File: src/rtl/hwpe_tcdm_wide_splitter.sv
// hwpe_tcdm_wide_splitter
// Splits one wide HWPE TCDM access into NrPorts narrow TCDM accesses, one per
// consecutive narrow word, and merges the narrow responses back into one wide
// response. Ports are granted independently and only one wide transaction is
// outstanding at a time.
//
// Narrow request/response records are carried as packed vectors, one slice per
// port (port k occupies [k*Width +: Width]). Field layout, MSB first:
//   request  : q_valid | addr[AddrWidth] | write | strb[NarrowBytes]
//              | data[NarrowDataWidth] | amo[4] | user[UserWidth]
//   response : q_ready | p_valid | p_data[NarrowDataWidth]
module hwpe_tcdm_wide_splitter #(
  parameter int unsigned WideDataWidth   = 256,
  parameter int unsigned NarrowDataWidth = 64,
  parameter int unsigned AddrWidth       = 32,
  parameter int unsigned UserWidth       = 1,
  localparam int unsigned NrPorts     = WideDataWidth / NarrowDataWidth,
  localparam int unsigned NarrowBytes = NarrowDataWidth / 8,
  localparam int unsigned ReqWidth    = 1 + AddrWidth + 1 + NarrowBytes + NarrowDataWidth + 4 + UserWidth,
  localparam int unsigned RspWidth    = 2 + NarrowDataWidth
) (
  input  logic                          clk_i,
  input  logic                          rst_ni,
  input  logic                          req_i,
  output logic                          gnt_o,
  input  logic [AddrWidth-1:0]          add_i,
  input  logic                          wen_i,
  input  logic [WideDataWidth/8-1:0]    be_i,
  input  logic [WideDataWidth-1:0]      data_i,
  output logic                          r_valid_o,
  output logic [WideDataWidth-1:0]      r_data_o,
  output logic [NrPorts*ReqWidth-1:0]   tcdm_req_o,
  input  logic [NrPorts*RspWidth-1:0]   tcdm_rsp_i
);

  localparam int unsigned WideOffBits = $clog2(WideDataWidth / 8);
  localparam int unsigned QReadyBit   = NarrowDataWidth + 1;
  localparam int unsigned PValidBit   = NarrowDataWidth;
  localparam logic [3:0]  AmoNone     = 4'h0;

  if ((WideDataWidth % NarrowDataWidth) != 0) begin : g_bad_width
    $error("WideDataWidth must be a multiple of NarrowDataWidth");
  end

  typedef enum logic [1:0] {IDLE, ISSUE, WAIT_RSP} state_e;

  state_e               state_q, state_d;
  logic [NrPorts-1:0]   gnt_mask_q, gnt_mask_d;
  logic [NrPorts-1:0]   rsp_mask_q, rsp_mask_d;
  logic [NrPorts-1:0]   skip_q, skip_d;
  logic [NrPorts-1:0]   skip, q_valid, q_ready, p_valid, hs;
  logic                 issue_en;
  logic [AddrWidth-1:0] wide_base;

  // Sub-word offset bits select nothing: the wide access is always word aligned.
  logic unused_offset;
  assign unused_offset = ^add_i[WideOffBits-1:0];
  assign wide_base     = {add_i[AddrWidth-1:WideOffBits], {WideOffBits{1'b0}}};

  for (genvar gi = 0; gi < NrPorts; gi++) begin : g_port
    localparam logic [AddrWidth-1:0] PortOff = AddrWidth'(gi * NarrowBytes);

    logic [NarrowDataWidth-1:0] p_data;
    logic [NarrowDataWidth-1:0] rdata_q;

    // A write with no enabled byte in this slice needs no narrow access at all.
    assign skip[gi]    = ~wen_i & ~(|be_i[gi*NarrowBytes +: NarrowBytes]);
    assign q_ready[gi] = tcdm_rsp_i[gi*RspWidth + QReadyBit];
    assign p_valid[gi] = tcdm_rsp_i[gi*RspWidth + PValidBit];
    assign p_data      = tcdm_rsp_i[gi*RspWidth +: NarrowDataWidth];

    assign tcdm_req_o[gi*ReqWidth +: ReqWidth] = {
      q_valid[gi],
      wide_base + PortOff,
      ~wen_i,
      be_i[gi*NarrowBytes +: NarrowBytes],
      data_i[gi*NarrowDataWidth +: NarrowDataWidth],
      AmoNone,
      {UserWidth{1'b0}}
    };

    // Hold early narrow responses until the slowest port has answered.
    always_ff @(posedge clk_i) begin
      if (p_valid[gi]) rdata_q <= p_data;
    end

    assign r_data_o[gi*NarrowDataWidth +: NarrowDataWidth] = p_valid[gi] ? p_data : rdata_q;
  end

  // State and bookkeeping masks.
  always_ff @(posedge clk_i or negedge rst_ni) begin
    if (!rst_ni) begin
      state_q    <= IDLE;
      gnt_mask_q <= '0;
      rsp_mask_q <= '0;
      skip_q     <= '0;
    end else begin
      state_q    <= state_d;
      gnt_mask_q <= gnt_mask_d;
      rsp_mask_q <= rsp_mask_d;
      skip_q     <= skip_d;
    end
  end

  // Next state and mask updates.
  always_comb begin
    state_d    = state_q;
    gnt_mask_d = gnt_o ? '0 : (gnt_mask_q | hs);
    rsp_mask_d = r_valid_o ? '0 : (rsp_mask_q | p_valid);
    skip_d     = gnt_o ? skip : skip_q;
    case (state_q)
      IDLE: begin
        if (gnt_o)      state_d = WAIT_RSP;
        else if (|hs)   state_d = ISSUE;
      end
      ISSUE: begin
        if (gnt_o)      state_d = WAIT_RSP;
      end
      WAIT_RSP: begin
        if (r_valid_o)  state_d = IDLE;
      end
      default:          state_d = IDLE;
    endcase
  end

  // Narrow request valids, wide grant and wide response valid.
  always_comb begin
    issue_en  = req_i & (state_q != WAIT_RSP);
    q_valid   = issue_en ? (~gnt_mask_q & ~skip) : '0;
    hs        = q_valid & q_ready;
    gnt_o     = issue_en & (&(gnt_mask_q | skip | hs));
    r_valid_o = (state_q == WAIT_RSP) & (&(rsp_mask_q | skip_q | p_valid));
  end

`ifndef SYNTHESIS
  logic [NrPorts-1:0] outstanding;
  assign outstanding = ~rsp_mask_q &
      (({NrPorts{state_q == ISSUE}} & gnt_mask_q) |
       ({NrPorts{state_q == WAIT_RSP}} & ~skip_q));

  a_no_stray_rsp : assert property (@(posedge clk_i) disable iff (!rst_ni)
    (p_valid & ~outstanding) == '0);

  a_req_stable : assert property (@(posedge clk_i) disable iff (!rst_ni)
    (state_q != ISSUE) || req_i);
`endif

endmodule

File: config.mk
export PLATFORM = sky130hd
export DESIGN_NAME = hwpe_tcdm_wide_splitter
export DESIGN_NICKNAME = d
export VERILOG_FILES = /design/src/rtl/hwpe_tcdm_wide_splitter.sv
export SDC_FILE = /design/constraint.sdc
export NUM_CORES = 1
export LEC_CHECK = 0
export BUFFER_PORTS_ARGS = -buffer_cell sky130_fd_sc_hd__clkbuf_2
export CAP_MARGIN = 20
export CORE_AREA = 2 2 502 504
export CTS_BUF_LIST = sky130_fd_sc_hd__clkbuf_8
export DETAILED_ROUTE_END_ITERATION = 12
export DIE_AREA = 0 0 504 506
export PLACE_DENSITY = 0.3
export RECOVER_POWER = 100
export SLEW_MARGIN = 20
export SYNTH_ARGS = -nofsm -noshare
export SYNTH_HDL_FRONTEND = slang
export SYNTH_SLANG_ARGS = --single-unit
File: constraint.sdc
create_clock -name clk_i -period 2.9 [get_ports clk_i]
set_input_delay 0.145 -clock clk_i [delete_from_list [all_inputs] [get_ports clk_i]]
set_output_delay 0.145 -clock clk_i [all_outputs]
set_load 0.005 [all_outputs]
==> impl_results.rst, run 1 <==
.. list-table::
   :header-rows: 1

   * - Metric
     - Value
   * - Final net count
     - 2,208
   * - Maximum ir drop on the vdd rail
     - 0.000336 V
   * - Main flop type after synthesis
     - sky130_fd_sc_hd__dfxtp_1
   * - Reg2reg path depth
     - 7
   * - Antenna violations before repair
     - 114
   * - Setup TNS
     - 0 ns
   * - Average cell area after synthesis
     - 11.6 um^2
   * - Least setup slack across all paths after layout
     - 0.167 ns
   * - Count of state elements after synthesis
     - 270
   * - Min cycle time layout
     - 2.73 ns
   * - Worst Tran Pin Value
     - 1.23 ns
   * - Clock tree from TritonCTS
     - built
   * - Maximum level of the CTS H-tree
     - 2
   * - Pins over their slew limit
     - 0
   * - Total CTS buffers
     - 57
   * - Final Cycle Share
     - 94.2%
   * - Kind of start point of the critical path
     - input pin
   * - Maximum clock frequency
     - 0.366 GHz
   * - Total grt overflow
     - 0
   * - Avg WL per Cell
     - 22.8 um
   * - Gate count after technology mapping
     - 1,056
   * - FFs w/ async S/R, synth
     - 5.19%
   * - Hpwl dp
     - 103,000 um
   * - Maximum clock insertion buffer count
     - 3
   * - Critical path capture point type
     - primary output
   * - Outcome
     - complete, no violations
   * - Master cell of the clock root buffer
     - sky130_fd_sc_hd__clkbuf_8
   * - Clock insertion delay at the later pin of the skew report
     - 0.77 ns
   * - Area growth from synthesis to layout
     - 67.3%
   * - Max-slew headroom at the worst pin
     - 17.8%
   * - Simple-gate share of the synthesized area
     - 2.61%
   * - Quantity of I/O buffers inserted on ports
     - 597
   * - # placed instances
     - 4,582
   * - CTS Hold Buffers Added
     - 327
   * - Sink Count
     - 270
   * - Required time of the critical path
     - 2.76 ns
   * - Die height
     - 506 um
   * - WHS Path Cells
     - 4
   * - Post-CTS Setup Repair Bufs
     - 0
   * - Pin count of the biggest net entering global routing
     - 65
   * - Vias in the first global route
     - 10.3k
   * - Unrepaired setup endpoints after global routing
     - no
   * - Core ar.
     - 250,000 um^2
   * - Initial Util
     - 4.89%
   * - Kind of critical path
     - input pin to primary output
   * - I/O pins
     - 1,290
   * - Number of standard-cell rows in the floorplan
     - 184
   * - DR vias/cell
     - 2.00
   * - Violation count after the first detailed-route iteration
     - 244
   * - Critical path fanouts, max
     - 33
   * - Finished Layout Cells
     - 5,041
   * - Total power divided by cell area
     - 529 nW/um^2
   * - First-pass GRT wire length
     - 137,000 um
   * - Number of maximum-capacitance constraint violations
     - 0
   * - Total Routing Usage GR
     - 8.63%
   * - Clock transition at the registers of the reported paths
     - 0.07 ns
   * - Post-synthesis share of cell area spent on xor and xnor gates
     - 0%
   * - Worst hold path class
     - input pin to flip-flop
   * - RePlAce Congestion
     - 0.749
   * - DRC violations left
     - 0
   * - Area of the mapped netlist
     - 12,200 um^2
   * - Mux cell area share after synthesis
     - 24.1%
   * - Yosys warning total
     - 0
   * - Synth Area in Compound Gates
     - 0.634%
   * - Leakage component of the power
     - 7.50 nW
   * - Final wirelength
     - 115,000 um
   * - Post-synthesis adder-cell area fraction
     - 0%
   * - Sequential share of the synthesized area
     - 44.8%
   * - Post-route antenna net violation count
     - 0
   * - Combinational family with the most area after synthesis
     - buffers and inverters
   * - Finish-stage setup viols
     - 0
   * - Die outline width
     - 504 um
   * - Full die area
     - 255,000 um^2
   * - Final Skew
     - 0.0106 ns
   * - EDFF count, synth
     - 0
   * - Share of final-layout standard cells stronger than drive strength 1
     - 38.3%
   * - Post_cts resized
     - 0
   * - Arrival time worst endpoint
     - 2.59 ns
   * - Hold Fails Final Rpt
     - 0
   * - Number of distinct library cells after synthesis
     - 28
   * - Worst setup slack before clock tree synthesis
     - 0.456 ns
   * - Vias post-DR
     - 10.1k
   * - Pre-Repair DR Iteration Count
     - 4
==> final timing paths <==
| check | from | end | slack [ns] |
|---|---|---|---|
| setup / recovery | tcdm_rsp_i[262] | r_data_o[225] | 0.17 |
| hold / removal | be_i[16] | skip_q[2]$_DFFE_PN0N_ | 0.11 |
| setup reg to reg | state_q[1]$_DFFE_PN0P_ | state_q[0]$_DFFE_PN0P_ | 0.19 |
| hold reg to reg | g_port[3].rdata_q[9]$_DFF_P_ | g_port[3].rdata_q[9]$_DFF_P_ | 0.46 |
| max in group asynchronous | rst_ni | skip_q[3]$_DFFE_PN0N_ | 1.93 |
| min in group asynchronous | rst_ni | gnt_mask_q[2]$_DFF_PN0_ | 0.51 |
==> synth_stat cells, types with 2 or more instances <==
cell type | instances | area (um^2)
sky130_fd_sc_hd__nand2_1 | 3 | 11.3
sky130_fd_sc_hd__clkbuf_1 | 28 | 105
sky130_fd_sc_hd__inv_1 | 2 | 7.51
sky130_fd_sc_hd__or4_4 | 3 | 33.8
sky130_fd_sc_hd__nor2_1 | 14 | 52.6
sky130_fd_sc_hd__mux2_4 | 4 | 60.1
sky130_fd_sc_hd__buf_4 | 439 | 3300
sky130_fd_sc_hd__conb_1 | 2 | 7.51
sky130_fd_sc_hd__dfrtp_1 | 14 | 350
sky130_fd_sc_hd__mux2_2 | 256 | 2880
sky130_fd_sc_hd__or4_1 | 2 | 15.0
sky130_fd_sc_hd__a211oi_1 | 2 | 15.0
sky130_fd_sc_hd__nor3_1 | 8 | 40.0
sky130_fd_sc_hd__a21oi_1 | 4 | 20.0
sky130_fd_sc_hd__dfxtp_1 | 256 | 5120
sky130_fd_sc_hd__nor4_4 | 4 | 85.1
sky130_fd_sc_hd__or3_1 | 4 | 25.0
==> sequential cells by signal, indices dropped and copies added, names as in the netlist <==
| register | cells |
|---|---|
| g_port.rdata_q | 256 |
| gnt_mask_q | 4 |
| rsp_mask_q | 4 |
| skip_q | 4 |
| state_q | 2 |
==> final cells by class <==
| cell class | instances | area (um^2) |
|---|---|---|
| fillers | 29400 | 230000 |
| repair buffers | 934 | 6080 |
| flip-flops and latches | 270 | 5480 |
| well taps | 3348 | 4190 |
| multi-input cells | 355 | 3480 |
| clock buffers | 71 | 977 |
| clock inverters | 30 | 176 |
| diodes | 31 | 77.6 |
| inverters | 2 | 7.51 |
==> logic make-up after synthesis <==
logic type,after synthesis
buffers and inverters,469
DFF,270
muxes,260
and+or+nand+nor,45
AOI/OAI and AO/OA,10
other,2
==> cells in the final DEF (no fill, tap or decap), types with 2 or more instances in the layout <==
cell type                       count
sky130_fd_sc_hd__clkbuf_2         369
sky130_fd_sc_hd__dlygate4sd3_1    327
sky130_fd_sc_hd__dfxtp_1          256
sky130_fd_sc_hd__clkbuf_1         226
sky130_fd_sc_hd__mux2_2           164
sky130_fd_sc_hd__mux2_1            95
sky130_fd_sc_hd__clkbuf_8          71
sky130_fd_sc_hd__conb_1            40
sky130_fd_sc_hd__diode_2           31
sky130_fd_sc_hd__inv_1             21
sky130_fd_sc_hd__nor2_1            14
sky130_fd_sc_hd__dfrtp_1           14
sky130_fd_sc_hd__nor3_1             8
sky130_fd_sc_hd__buf_4              8
sky130_fd_sc_hd__clkinv_2           5
sky130_fd_sc_hd__or3_1              4
sky130_fd_sc_hd__nor4_4             4
sky130_fd_sc_hd__a21oi_1            4
sky130_fd_sc_hd__or4_4              3
sky130_fd_sc_hd__nand2_1            3
sky130_fd_sc_hd__clkinvlp_4         3
sky130_fd_sc_hd__or4_1              2
sky130_fd_sc_hd__a211oi_1           2
sky130_fd_sc_hd__buf_1              2
sky130_fd_sc_hd__buf_12             2
==> worst max-delay path: stages <==
cell	delay (ns)
sky130_fd_sc_hd__dlygate4sd3_1	0.53
sky130_fd_sc_hd__clkbuf_1	0.69
sky130_fd_sc_hd__buf_4	0.57
sky130_fd_sc_hd__mux2_1	0.42
sky130_fd_sc_hd__clkbuf_2	0.17
==> metal layers <==
metal | part of all wire, % | GRT usage, % | vias up
met1 | 24 | 5.88 | 4441
li1 | - | - | 4208
met3 | 21 | 8.49 | 383
met5 | 0.79 | 0.148 | -
met2 | 50 | 15.4 | 920
met4 | 4.5 | 3.43 | 134
==> power breakdown <==
group	internal, W	total (W)	switching, W
sequential	0.00415	0.00427	0.000123
clock	0.00229	0.00433	0.00204
combinational	0.00109	0.00222	0.00113
==> metrics by stage <==
| step | cell area (um^2) | total power (W) | util, % | hold slack [ns] |
|---|---|---|---|---|
| final | 20500 | 0.0108 | 8.18 | 0.112 |
| after global routing | 20400 | 0.0114 | 8.16 | 0.0499 |
| after CTS | 20700 | 0.0113 | 8.27 | 0.00958 |
| after detailed placement | 16300 | 0.00619 | 6.50 | 0.0840 |
| after global placement | 16300 | 0.00617 | 6.50 | 0.0912 |
| after floorplan | 12400 | 0.00554 | - | -0.151 |
Note: power is estimated with default switching activity, not from simulation.
==> run 2, diff against run 1 <==
--- a/config.mk
+++ b/config.mk
@@ -13,6 +13,7 @@
 export DIE_AREA = 0 0 504 506
 export PLACE_DENSITY = 0.3
 export RECOVER_POWER = 100
+export REMOVE_ABC_BUFFERS = 1
 export SLEW_MARGIN = 20
 export SYNTH_ARGS = -nofsm -noshare
 export SYNTH_HDL_FRONTEND = slang
==> run 2 against run 1 <==
Against the previous run: core utilization is 0.25 points higher; sequential power hardly changed; non-clock buffer count is 41 higher; total power is 7.0% higher; combinational power is 11% higher; maximum frequency is 1.1% higher; wire length is 96% higher; clock power is 12% higher; worst hold slack better by 0.037 ns; critical path depth is 2 higher; first-iteration DRC count grew to 2.9 times the previous value; via count is 14% higher; largest cell class unchanged; highest routed layer unchanged.
==> impl_results.rst, run 2 (same netlist as run 1, synthesis figures left out) <==
.. list-table::
   :header-rows: 1

   * - Metric
     - Value
   * - Arrival time worst endpoint
     - 2.56 ns (-0.03 ns)
   * - Core ar.
     - 250,000 um^2 (unchanged)
   * - Vias post-DR
     - 11.5k (+14%)
   * - Final Cycle Share
     - 93.2% (-1.0 points)
   * - Worst hold path class
     - input pin to flip-flop
   * - Register name with the most flops
     - g_port.rdata_q
   * - Minimum hold slack
     - 0.149 ns (+0.0371 ns)
   * - Total CTS buffers
     - 60 (+5.3%)
   * - Avg WL per Cell
     - 43.9 um (+93%)
   * - Least setup slack across all paths after layout
     - 0.196 ns (+0.0290 ns)
   * - Post-route cell area
     - 21,100 um^2 (+3.0%)
   * - Maximum clock insertion buffer count
     - 3 (unchanged)
   * - Most frequent standard cell in the layout excluding fill and tap cells
     - sky130_fd_sc_hd__dlygate4sd3_1
   * - Total area of multi-input combinational cells
     - 3490 um^2 (+0.22%)
   * - Vias in the first global route
     - 10.5k (+2.5%)
   * - Total power divided by cell area
     - 549 nW/um^2 (+3.9%)
   * - Kind of critical path
     - input pin to primary output
   * - Hpwl dp
     - 205,000 um (+98%)
   * - Clock tree from TritonCTS
     - built
   * - Unrepaired setup endpoints after global routing
     - no
   * - Number of fill cells
     - 29.3k (-0.22%)
   * - Required time of the critical path
     - 2.76 ns (about the same)
   * - Reg-to-reg slack, setup
     - 0.26 ns (+0.07 ns)
   * - Most frequent cells in the layout
     - sky130_fd_sc_hd__dlygate4sd3_1 (370), sky130_fd_sc_hd__clkbuf_2 (337), sky130_fd_sc_hd__clkbuf_1 (259)
   * - Final net count
     - 2,252 (+2.0%)
   * - Critical path capture point type
     - primary output
   * - Setup TNS
     - 0 ns (unchanged)
   * - Post_cts resized
     - 0 (unchanged)
   * - Violation count after the first detailed-route iteration
     - 714 (+190%)
   * - Critical path origin
     - be_i[6]
   * - Placed cell areas
     - 16,200 um^2 (-0.17%)
   * - Post-route antenna net violation count
     - 0 (unchanged)
   * - Worst setup slack before clock tree synthesis
     - 0.575 ns (+0.120 ns)
   * - Hold Fails Final Rpt
     - 0 (unchanged)
   * - Min cycle time layout
     - 2.70 ns (-0.0290 ns)
   * - Number of standard-cell rows in the floorplan
     - 184 (unchanged)
   * - Startpoint of the tightest hold check path
     - tcdm_rsp_i[96]
   * - Util after Layout
     - 8.43% (+0.25 points)
   * - Number of flip-flops in the largest register
     - 256 (unchanged)
   * - Final wirelength
     - 225,000 um (+96%)
   * - First-pass GRT wire length
     - 250,000 um (+83%)
   * - Die outline width
     - 504 um (unchanged)
   * - Maximum level of the CTS H-tree
     - 2 (unchanged)
   * - I/O pins
     - 1,290 (unchanged)
   * - Outcome
     - complete, no violations
   * - Leakage component of the power
     - 7.65 nW (+2.0%)
   * - Max-slew headroom at the worst pin
     - 24.9% (+7.1 points)
   * - Initial Util
     - 4.89% (unchanged)
   * - Full die area
     - 255,000 um^2 (unchanged)
   * - Finish-stage setup viols
     - 0 (unchanged)
   * - Antenna violations before repair
     - 161 (+41%)
   * - Critical R2R Launch
     - state_q[1]$_DFFE_PN0P_
   * - Pre-Repair DR Iteration Count
     - 4 (unchanged)
   * - Total grt overflow
     - 0 (unchanged)
   * - Pins over their slew limit
     - 0 (unchanged)
   * - Area growth from synthesis to layout
     - 72.3%
   * - RePlAce Congestion
     - 0.808 (+7.9%)
   * - Area taken by flip-flops and latches
     - 5480 um^2 (unchanged)
   * - Worst Tran Pin Value
     - 1.13 ns (-0.107 ns)
   * - Quantity of I/O buffers inserted on ports
     - 597 (unchanged)
   * - Number of maximum-capacitance constraint violations
     - 0 (unchanged)
   * - Sink Count
     - 270 (unchanged)
   * - Maximum clock frequency
     - 0.370 GHz (+1.1%)
   * - Clock insertion delay at the later pin of the skew report
     - 0.79 ns (+0.02 ns)
   * - DRC violations left
     - 0 (unchanged)
   * - Pin count of the biggest net entering global routing
     - 62 (-4.6%)
   * - DR vias/cell
     - 2.24 (+12%)
   * - Master cell of the clock root buffer
     - sky130_fd_sc_hd__clkbuf_8
   * - Share of final-layout standard cells stronger than drive strength 1
     - 35.5% (-2.8 points)
   * - Final Skew
     - 0.0141 ns (+0.00344 ns)
   * - Post-CTS Setup Repair Bufs
     - 0 (unchanged)
   * - Total Routing Usage GR
     - 17.1% (+8.5 points)
   * - Clock transition at the registers of the reported paths
     - 0.06 ns (about the same)
   * - Critical path fanouts, max
     - 9 (-73%)
   * - Maximum ir drop on the vdd rail
     - 0.000294 V (-12%)
   * - Kind of start point of the critical path
     - input pin
   * - Die height
     - 506 um (unchanged)
run 2: cell types whose count changed in the layout (fill, tap and decap cells not counted), sizes merged:
cell | previous run | this run
clkbuf | 666 | 673
dlygate4sd3 | 327 | 370
buf | 12 | 9
bufinv | 1 | 3
diode | 31 | 65
clkinvlp | 3 | 5
clkinv | 5 | 10
inv | 23 | 20
run 2: cell type report:
cell class	instances	area share (%)
Antenna cell	65	0.772
Multi-Input combinational cell	355	16.5
Sequential cell	270	26.0
Clock buffer	77	5.03
Inverter	2	0.0356
Timing Repair Buffer	975	30.6
Tap cell	3348	19.9
Clock inverter	36	1.21
run 2: layer usage:
metal	up-vias	global-route usage (%)	share of wire, %
met4	167	3.24	2.1
met1	4968	12.1	26
met5	-	10.1	2.0
met3	326	25.9	31
met2	1685	23.7	39
li1	4348	-	-
run 2: critical path, cell delays in order:
cell and delay (ns):
sky130_fd_sc_hd__dlygate4sd3_1 0.55, sky130_fd_sc_hd__clkbuf_2 0.16, sky130_fd_sc_hd__nor4_4 0.32, sky130_fd_sc_hd__dlygate4sd3_1 0.64, sky130_fd_sc_hd__o32ai_2 0.12, sky130_fd_sc_hd__nor3_4 0.42
sky130_fd_sc_hd__clkbuf_1 0.19
run 2: where the power goes:
part	internal (W)	total (W)	switching, W
Combinational	0.00114	0.00247	0.00133
Clock	0.00265	0.00484	0.00219
Sequential	0.00415	0.00427	0.000119
Total	0.00794	0.0116	0.00364
run 2: path summary, 6_finish.rpt:
check                                                      to  cells past startpoint
worst max register to register         state_q[0]$_DFFE_PN0P_                      7
worst min register to register   g_port[2].rdata_q[4]$_DFF_P_                      1
worst max-delay path                                    gnt_o                      7
max in group asynchronous              state_q[0]$_DFFE_PN0P_                      3
worst min-delay path            g_port[1].rdata_q[30]$_DFF_P_                      3
min in group asynchronous             rsp_mask_q[2]$_DFF_PN0_                      3
run 2: repair_timing:
action	4_1_cts	5_1_grt
hold endpoints to repair	284	0
endpoints found under the setup margin	0	1
hold buffers	370	0
run 2: through the flow:
| stage | power [W] | instances |
|---|---|---|
| 6_report | 0.0116 | 5128 |
| 5_1_grt | 0.0122 | 5098 |
| 4_1_cts | 0.0121 | 5063 |
| 3_5_place_dp | 0.00635 | 4580 |
| 3_3_place_gp | 0.00634 | 4580 |
| 2_1_floorplan | 0.00500 | 627 |
